==> config.mk <==
export PLATFORM = sky130hd
export DESIGN_NAME = mem_stage
export DESIGN_NICKNAME = d
export VERILOG_FILES = /design/src/rtl/mem_stage.sv
export SDC_FILE = /design/constraint.sdc
export NUM_CORES = 1
export LEC_CHECK = 0
export ABC_AREA = 1
export ABC_CLOCK_PERIOD_IN_PS = 1600
export BUFFER_PORTS_ARGS = -buffer_cell sky130_fd_sc_hd__buf_2
export CAP_MARGIN = 20
export CORE_UTILIZATION = 30
export CTS_CLUSTER_DIAMETER = 60
export DETAILED_ROUTE_END_ITERATION = 8
export PLACE_DENSITY = 0.63
export SYNTH_ARGS = -nofsm -noshare
export SYNTH_HDL_FRONTEND = slang
export SYNTH_SLANG_ARGS = --single-unit
==> constraint.sdc <==
create_clock -name CLK -period 1.6 [get_ports CLK]
set_clock_uncertainty 0.2 [all_clocks]
set_input_delay 0.16 -clock CLK [delete_from_list [all_inputs] [get_ports CLK]]
set_output_delay 0.16 -clock CLK [all_outputs]
set_load 0.01 [all_outputs]
==> src/rtl/mem_stage.sv <==
`timescale 1ns/1ps
// -----------------------------------------------------------------------------
// mem_stage
//
// Memory-access pipeline stage between EXE and writeback. Loads and stores go
// to the data cache through a valid/ready request channel and a valid-only
// response channel. Only one access is in flight at a time. While an access is
// in flight, upstream is held by STALL_OUT. Non-memory instructions pass
// through to the writeback registers with one cycle of latency.
//
// Ports
//   CLK, RESET            clock and asynchronous active-low reset
//   Instr1_IN/_PC_IN      instruction word and PC from EXE (debug only)
//   ALU_result1_IN        ALU result, or effective address for memory ops
//   WriteRegister1_IN     destination register
//   RegWrite1_IN          destination write enable
//   MemWriteData1_IN      store data
//   ALU_Control1_IN       selects the access width and signedness
//   MemRead1_IN/Write1_IN access type; when both are set the access is a load
//   STALL_OUT             combinational hold request to upstream
//   dreq_*                cache request (word-aligned address, big-endian lanes)
//   dresp_*               cache load response
//   *_OUT                 registered writeback outputs
//   *_MEMEXE              MEM->EXE bypass; mirrors the writeback outputs
// -----------------------------------------------------------------------------
module mem_stage #(
  parameter logic [5:0] ALU_LB  = 6'b101000,
  parameter logic [5:0] ALU_LBU = 6'b101001,
  parameter logic [5:0] ALU_LH  = 6'b101010,
  parameter logic [5:0] ALU_LHU = 6'b101011,
  parameter logic [5:0] ALU_SB  = 6'b101100,
  parameter logic [5:0] ALU_SH  = 6'b101101
) (
  input  logic        CLK,
  input  logic        RESET,
  input  logic [31:0] Instr1_IN,
  input  logic [31:0] Instr1_PC_IN,
  input  logic [31:0] ALU_result1_IN,
  input  logic [4:0]  WriteRegister1_IN,
  input  logic        RegWrite1_IN,
  input  logic [31:0] MemWriteData1_IN,
  input  logic [5:0]  ALU_Control1_IN,
  input  logic        MemRead1_IN,
  input  logic        MemWrite1_IN,
  output logic        STALL_OUT,
  output logic        dreq_valid,
  input  logic        dreq_ready,
  output logic        dreq_write,
  output logic [31:0] dreq_addr,
  output logic [31:0] dreq_wdata,
  output logic [3:0]  dreq_byteen,
  input  logic        dresp_valid,
  input  logic [31:0] dresp_rdata,
  output logic [31:0] Instr1_OUT,
  output logic [31:0] Instr1_PC_OUT,
  output logic [4:0]  WriteRegister1_OUT,
  output logic [31:0] WriteData1_OUT,
  output logic        RegWrite1_OUT,
  output logic [4:0]  BypassReg1_MEMEXE,
  output logic [31:0] BypassData1_MEMEXE,
  output logic        BypassValid1_MEMEXE
);

  typedef enum logic [1:0] {IDLE, REQ, WAIT, DONE} state_t;

  state_t      state_q, state_d;
  logic        dreq_valid_q, dreq_valid_d;
  logic        dreq_write_q, dreq_write_d;
  logic [31:0] dreq_addr_q, dreq_addr_d;
  logic [31:0] dreq_wdata_q, dreq_wdata_d;
  logic [3:0]  dreq_byteen_q, dreq_byteen_d;
  logic [5:0]  req_ctrl_q, req_ctrl_d;
  logic [1:0]  req_off_q, req_off_d;
  logic [31:0] load_data_q, load_data_d;

  logic [31:0] instr_q, instr_d;
  logic [31:0] pc_q, pc_d;
  logic [4:0]  wreg_q, wreg_d;
  logic [31:0] wdata_q, wdata_d;
  logic        regwrite_q, regwrite_d;

  logic        mem_op;
  logic        is_load;
  logic        is_store;
  logic        stall;
  logic [1:0]  in_off;
  logic [3:0]  in_byteen;
  logic [31:0] in_wdata;

  // Picks the addressed big-endian lane out of the returned word and extends
  // it according to the load type captured when the request was issued.
  function automatic logic [31:0] format_load(input logic [5:0]  ctrl,
                                              input logic [1:0]  off,
                                              input logic [31:0] rdata);
    logic [7:0]  b;
    logic [15:0] h;
    case (off)
      2'd0:    b = rdata[31:24];
      2'd1:    b = rdata[23:16];
      2'd2:    b = rdata[15:8];
      default: b = rdata[7:0];
    endcase
    h = off[1] ? rdata[15:0] : rdata[31:16];
    if (ctrl == ALU_LB)       format_load = {{24{b[7]}}, b};
    else if (ctrl == ALU_LBU) format_load = {24'd0, b};
    else if (ctrl == ALU_LH)  format_load = {{16{h[15]}}, h};
    else if (ctrl == ALU_LHU) format_load = {16'd0, h};
    else                      format_load = rdata;
  endfunction

  // Decode the incoming instruction and build the store lane enables and
  // replicated write data; loads always request the full word.
  always_comb begin
    mem_op    = MemRead1_IN | MemWrite1_IN;
    is_load   = MemRead1_IN;
    is_store  = MemWrite1_IN & ~MemRead1_IN;
    in_off    = ALU_result1_IN[1:0];
    in_byteen = 4'b1111;
    in_wdata  = 32'd0;
    if (is_store) begin
      if (ALU_Control1_IN == ALU_SB) begin
        in_byteen = 4'b1000 >> in_off;
        in_wdata  = {4{MemWriteData1_IN[7:0]}};
      end else if (ALU_Control1_IN == ALU_SH) begin
        in_byteen = in_off[1] ? 4'b0011 : 4'b1100;
        in_wdata  = {2{MemWriteData1_IN[15:0]}};
      end else begin
        in_wdata  = MemWriteData1_IN;
      end
    end
  end

  // Upstream is released in DONE so the finished instruction retires there.
  assign stall     = mem_op && (state_q != DONE);
  assign STALL_OUT = stall;

  // Access sequencer. The request payload is captured once in IDLE and held
  // untouched until the cache accepts it.
  always_comb begin
    state_d       = state_q;
    dreq_valid_d  = dreq_valid_q;
    dreq_write_d  = dreq_write_q;
    dreq_addr_d   = dreq_addr_q;
    dreq_wdata_d  = dreq_wdata_q;
    dreq_byteen_d = dreq_byteen_q;
    req_ctrl_d    = req_ctrl_q;
    req_off_d     = req_off_q;
    load_data_d   = load_data_q;
    case (state_q)
      IDLE: begin
        if (mem_op) begin
          state_d       = REQ;
          dreq_valid_d  = 1'b1;
          dreq_write_d  = ~is_load;
          dreq_addr_d   = {ALU_result1_IN[31:2], 2'b00};
          dreq_wdata_d  = in_wdata;
          dreq_byteen_d = in_byteen;
          req_ctrl_d    = ALU_Control1_IN;
          req_off_d     = in_off;
        end
      end
      REQ: begin
        if (dreq_ready) begin
          dreq_valid_d = 1'b0;
          state_d      = dreq_write_q ? DONE : WAIT;
        end
      end
      WAIT: begin
        if (dresp_valid) begin
          load_data_d = format_load(req_ctrl_q, req_off_q, dresp_rdata);
          state_d     = DONE;
        end
      end
      DONE: begin
        state_d = IDLE;
      end
    endcase
  end

  // Writeback register inputs: a bubble while stalled, otherwise the
  // instruction itself. Stores never write the register file.
  always_comb begin
    instr_d    = 32'd0;
    pc_d       = 32'd0;
    wreg_d     = 5'd0;
    wdata_d    = 32'd0;
    regwrite_d = 1'b0;
    if (!stall) begin
      instr_d    = Instr1_IN;
      pc_d       = Instr1_PC_IN;
      wreg_d     = WriteRegister1_IN;
      wdata_d    = is_load ? load_data_q : ALU_result1_IN;
      regwrite_d = RegWrite1_IN & ~is_store;
    end
  end

  always_ff @(posedge CLK or negedge RESET) begin
    if (!RESET) begin
      state_q       <= IDLE;
      dreq_valid_q  <= 1'b0;
      dreq_write_q  <= 1'b0;
      dreq_addr_q   <= 32'd0;
      dreq_wdata_q  <= 32'd0;
      dreq_byteen_q <= 4'd0;
      req_ctrl_q    <= 6'd0;
      req_off_q     <= 2'd0;
      load_data_q   <= 32'd0;
      instr_q       <= 32'd0;
      pc_q          <= 32'd0;
      wreg_q        <= 5'd0;
      wdata_q       <= 32'd0;
      regwrite_q    <= 1'b0;
    end else begin
      state_q       <= state_d;
      dreq_valid_q  <= dreq_valid_d;
      dreq_write_q  <= dreq_write_d;
      dreq_addr_q   <= dreq_addr_d;
      dreq_wdata_q  <= dreq_wdata_d;
      dreq_byteen_q <= dreq_byteen_d;
      req_ctrl_q    <= req_ctrl_d;
      req_off_q     <= req_off_d;
      load_data_q   <= load_data_d;
      instr_q       <= instr_d;
      pc_q          <= pc_d;
      wreg_q        <= wreg_d;
      wdata_q       <= wdata_d;
      regwrite_q    <= regwrite_d;
    end
  end

  assign dreq_valid          = dreq_valid_q;
  assign dreq_write          = dreq_write_q;
  assign dreq_addr           = dreq_addr_q;
  assign dreq_wdata          = dreq_wdata_q;
  assign dreq_byteen         = dreq_byteen_q;
  assign Instr1_OUT          = instr_q;
  assign Instr1_PC_OUT       = pc_q;
  assign WriteRegister1_OUT  = wreg_q;
  assign WriteData1_OUT      = wdata_q;
  assign RegWrite1_OUT       = regwrite_q;
  assign BypassReg1_MEMEXE   = wreg_q;
  assign BypassData1_MEMEXE  = wdata_q;
  assign BypassValid1_MEMEXE = regwrite_q;

endmodule

==> results.yml <==
outcome:
  status: "finished, violations left"
  violations: "hold timing, setup timing"
clocking:
  cts_num_sinks: 212
  cts_buffers: 28
  cts_tree: "built"
  htree_num_levels: 1
  path_clk_slew_ns: 0.06
  insertion_delay_ns: 0.53
  cts_root_buf: "clkbuf_16"
  ctsHoldBuffers: 178
  cts_buffer_depth: 3
synth:
  synth-edff-count: 0
  synthMuxAreaShare_pct: 0
  synth-xor-area-share_pct: 0
  yosysUniqueCellTypes: 30
  synth_commonest_cells: "nand2_1, dfrtp_1, inv_1"
  ys.warnings.count: 0
  ys_ff_latch: 212
  synthCells: 1156
  netlist_area_um2: 9510
  avgSynthCellArea_um2: 8.22
  synth-simple-area-share_pct: 22.4
  synth_top_area_cell: "dfrtp_1"
  synthAdderAreaFrac_pct: 0.658
  ys_seq_area_share_pct: 55.8
  ys.flop_type: "dfrtp_1"
  synth_compound_area_share_pct: 8.17
  synth_top_family_by_area: "simple AND/OR/NAND/NOR gates"
  ys_async_sr_fraction_pct: 100
  synth_area_leaders: "dfrtp_1, nand2_1, inv_1"
  synth_top_area_share_pct: 55.8
  synth.most_common_cell: "nand2_1"
route:
  vias: 10069
  dr.first_iter.drc_count: 519
  drt_first_pass_iters: 4
  ant_nets: 0
  drt-total-wl_um: 38400
  wire_per_inst_um: 17.5
  drc: 0
  avgViaCountPerCell: 4.58
timing:
  fin_crit_sh_pct: 118
  max-slew-margin-rel_pct: 50.4
  whs_ns: -0.0971
  setup_viol: 196
  slew_viol_final: 0
  hold_viol: 2
  worst_slew_pin_slew_ns: 0.742
  fmax_mhz: 532
  fin_ws_ns: -0.280
  rsz0062_at_grt: "true"
  layout_min_cycle_time_ns: 1.88
setup_path:
  worstSetupEndpointType: "output port"
  cp.buffers_inverters: 3
  cp_common_cell: "buf_6"
  cp_slowest_cell: "dfrtp_1"
  start_kind: "register"
  worst-endpoint-arrival_ns: 1.52
  critPathMaxFanout: 2
  cpLargestDelayFamily: "flip-flops"
  path_cells: "buf_6 > ha_4 > nor2_4 > buf_12 > buf_6"
  crit_required_ns: 1.24
  worst-setup-path-type: "reg -> out"
  cpPeakStageDelay_ns: 0.39
global_routing:
  grt_overflow_total: 0
  grtUsageTotal_pct: 20.9
  grt_pass1_vias: 10052
  grt_max_degree: 51
  grt_pass1_wl_um: 53700
  antenna_found_initial: 1
pwr:
  ir_drop_mv: 0.857
  p_leak_uw: 0.00917
  cellPowerDensity_nw_per_um2: 1630
hold_path:
  hold_class: "in -> reg"
floorplanning:
  rows: 64
  core_um2: 30900
  die_area_um2: 32400
  die_w_um: 180
  die_h_um: 180
  start_util_pct: 30.8
  io_pins: 389
cells_and_area:
  drive_above_1_share_pct: 36.7
  final_nets: 1967
  antennaDiodeCount: 0
  syn_to_final_growth_pct: 72.1
  post-route-util_pct: 52.9
placed_design:
  gp_congestion: 0.879
  io_buffers: 386
  hpwl_um: 22000
run:
  cap_viol_max_count: 0
registers in the layout, summed over array words and instances (netlist names):
register,count
dreq_byteen,4
Instr1_PC_OUT,32
dreq_wdata,32
dreq_write,1
load_data_q,32
state_q,2
BypassReg1_MEMEXE,5
BypassValid1_MEMEXE,1
Instr1_OUT,32
BypassData1_MEMEXE,32
req_ctrl_q,6
req_off_q,2
dreq_addr,30
dreq_valid,1
final cells by class:
cell class	instances	area (µm²)
clock inverters	11	180
multi-input cells	679	3390
well taps	396	495
clock buffers	37	806
inverters	182	733
repair buffers	681	5460
flip-flops and latches	212	5310
fillers	2755	14500
cell usage in the layout (no fill, tap or decap), drive strengths merged:
master and count:
o21ai 110, nand4 1, buf 488, nor2 131
conb 2, nand3 74, ha 5, bufbuf 1
nand2 322, dlygate4sd3 177, a22oi 1, a21oi 27
clkbuf 52, dfrtp 212, nor3 1, inv 185
clkinv 4, o22a 4, or2 1, bufinv 4
worst register-to-register path: cells and delay by family (launching register included):
kind	cells	cell delay [ns]
AO/OA/AOI/OAI	1	0.11
flip-flops	1	0.39
adder cells (fa/ha/maj)	1	0.15
AND/OR/NAND/NOR	2	0.10
buffers and inverters	7	0.76
report_power, final:
part           internal, µW  leakage (µW)  switching [µW]  total, µW
registers              7200       0.00268            1100       8300
clock network          4190      0.000485            2460       6650
logic                  5560       0.00601            6230      11800
total                 16900       0.00917            9790      26700
worst paths after layout:
kind                            slack, ns  depth (start not counted)                endpoint          start
worst max-delay path                -0.28                          5               STALL_OUT     state_q[0]
min in group asynchronous            0.44                          3           dreq_addr[28]          RESET
worst max register to register      -0.17                         11         load_data_q[19]     state_q[0]
worst min register to register       0.27                          2           dreq_wdata[9]  dreq_wdata[9]
worst min-delay path                 -0.1                          4     BypassValid1_MEMEXE   MemWrite1_IN
max in group asynchronous            0.14                          4  BypassData1_MEMEXE[15]          RESET
layer usage:
| layer | track usage, % | wire [µm] | share of wire [%] |
|---|---|---|---|
| met4 | 9.88 | 1910 | 5.0 |
| met3 | 2.93 | 2550 | 6.6 |
| met1 | 24.4 | 14900 | 39 |
| met2 | 37.6 | 19000 | 49 |
| met5 | 0 | 13 | 0.034 |
per-stage QoR:
stage / std cells / cell area (µm²) / power (µW) / TNS [ns] / setup slack [ns]
after global routing: 2198 / 16400 / 28200 / -30.40 / -0.345
after CTS: 2165 / 15500 / 24600 / -10.53 / -0.310
after floorplan: 1157 / 9520 / 12600 / 0 / 0.00500
after detailed placement: 1910 / 12000 / 16100 / -14.13 / -0.399
after global placement: 1910 / 12000 / 15900 / -10.17 / -0.323
final: 2198 / 16400 / 26700 / -17.95 / -0.280
kinds of logic (layout without fill, tap and decap cells):
family                   count (synthesis)  in the layout
flip-flops                             212            212
buffers and inverters                  270            911
other                                    1              2
AND/OR/NAND/NOR                        529            530
AO/OA/AOI/OAI                          139            142
adder cells (fa/ha/maj)                  5              5
timing repair:
item	in CTS	in global routing
setup endpoints to repair	113	279
gates cloned	10	25
buffers inserted	19	10
endpoints found under the hold margin	424	2
gates resized for setup	79	119
pin swaps	15	8
No activity file was read; power rests on OpenSTA's default activity.
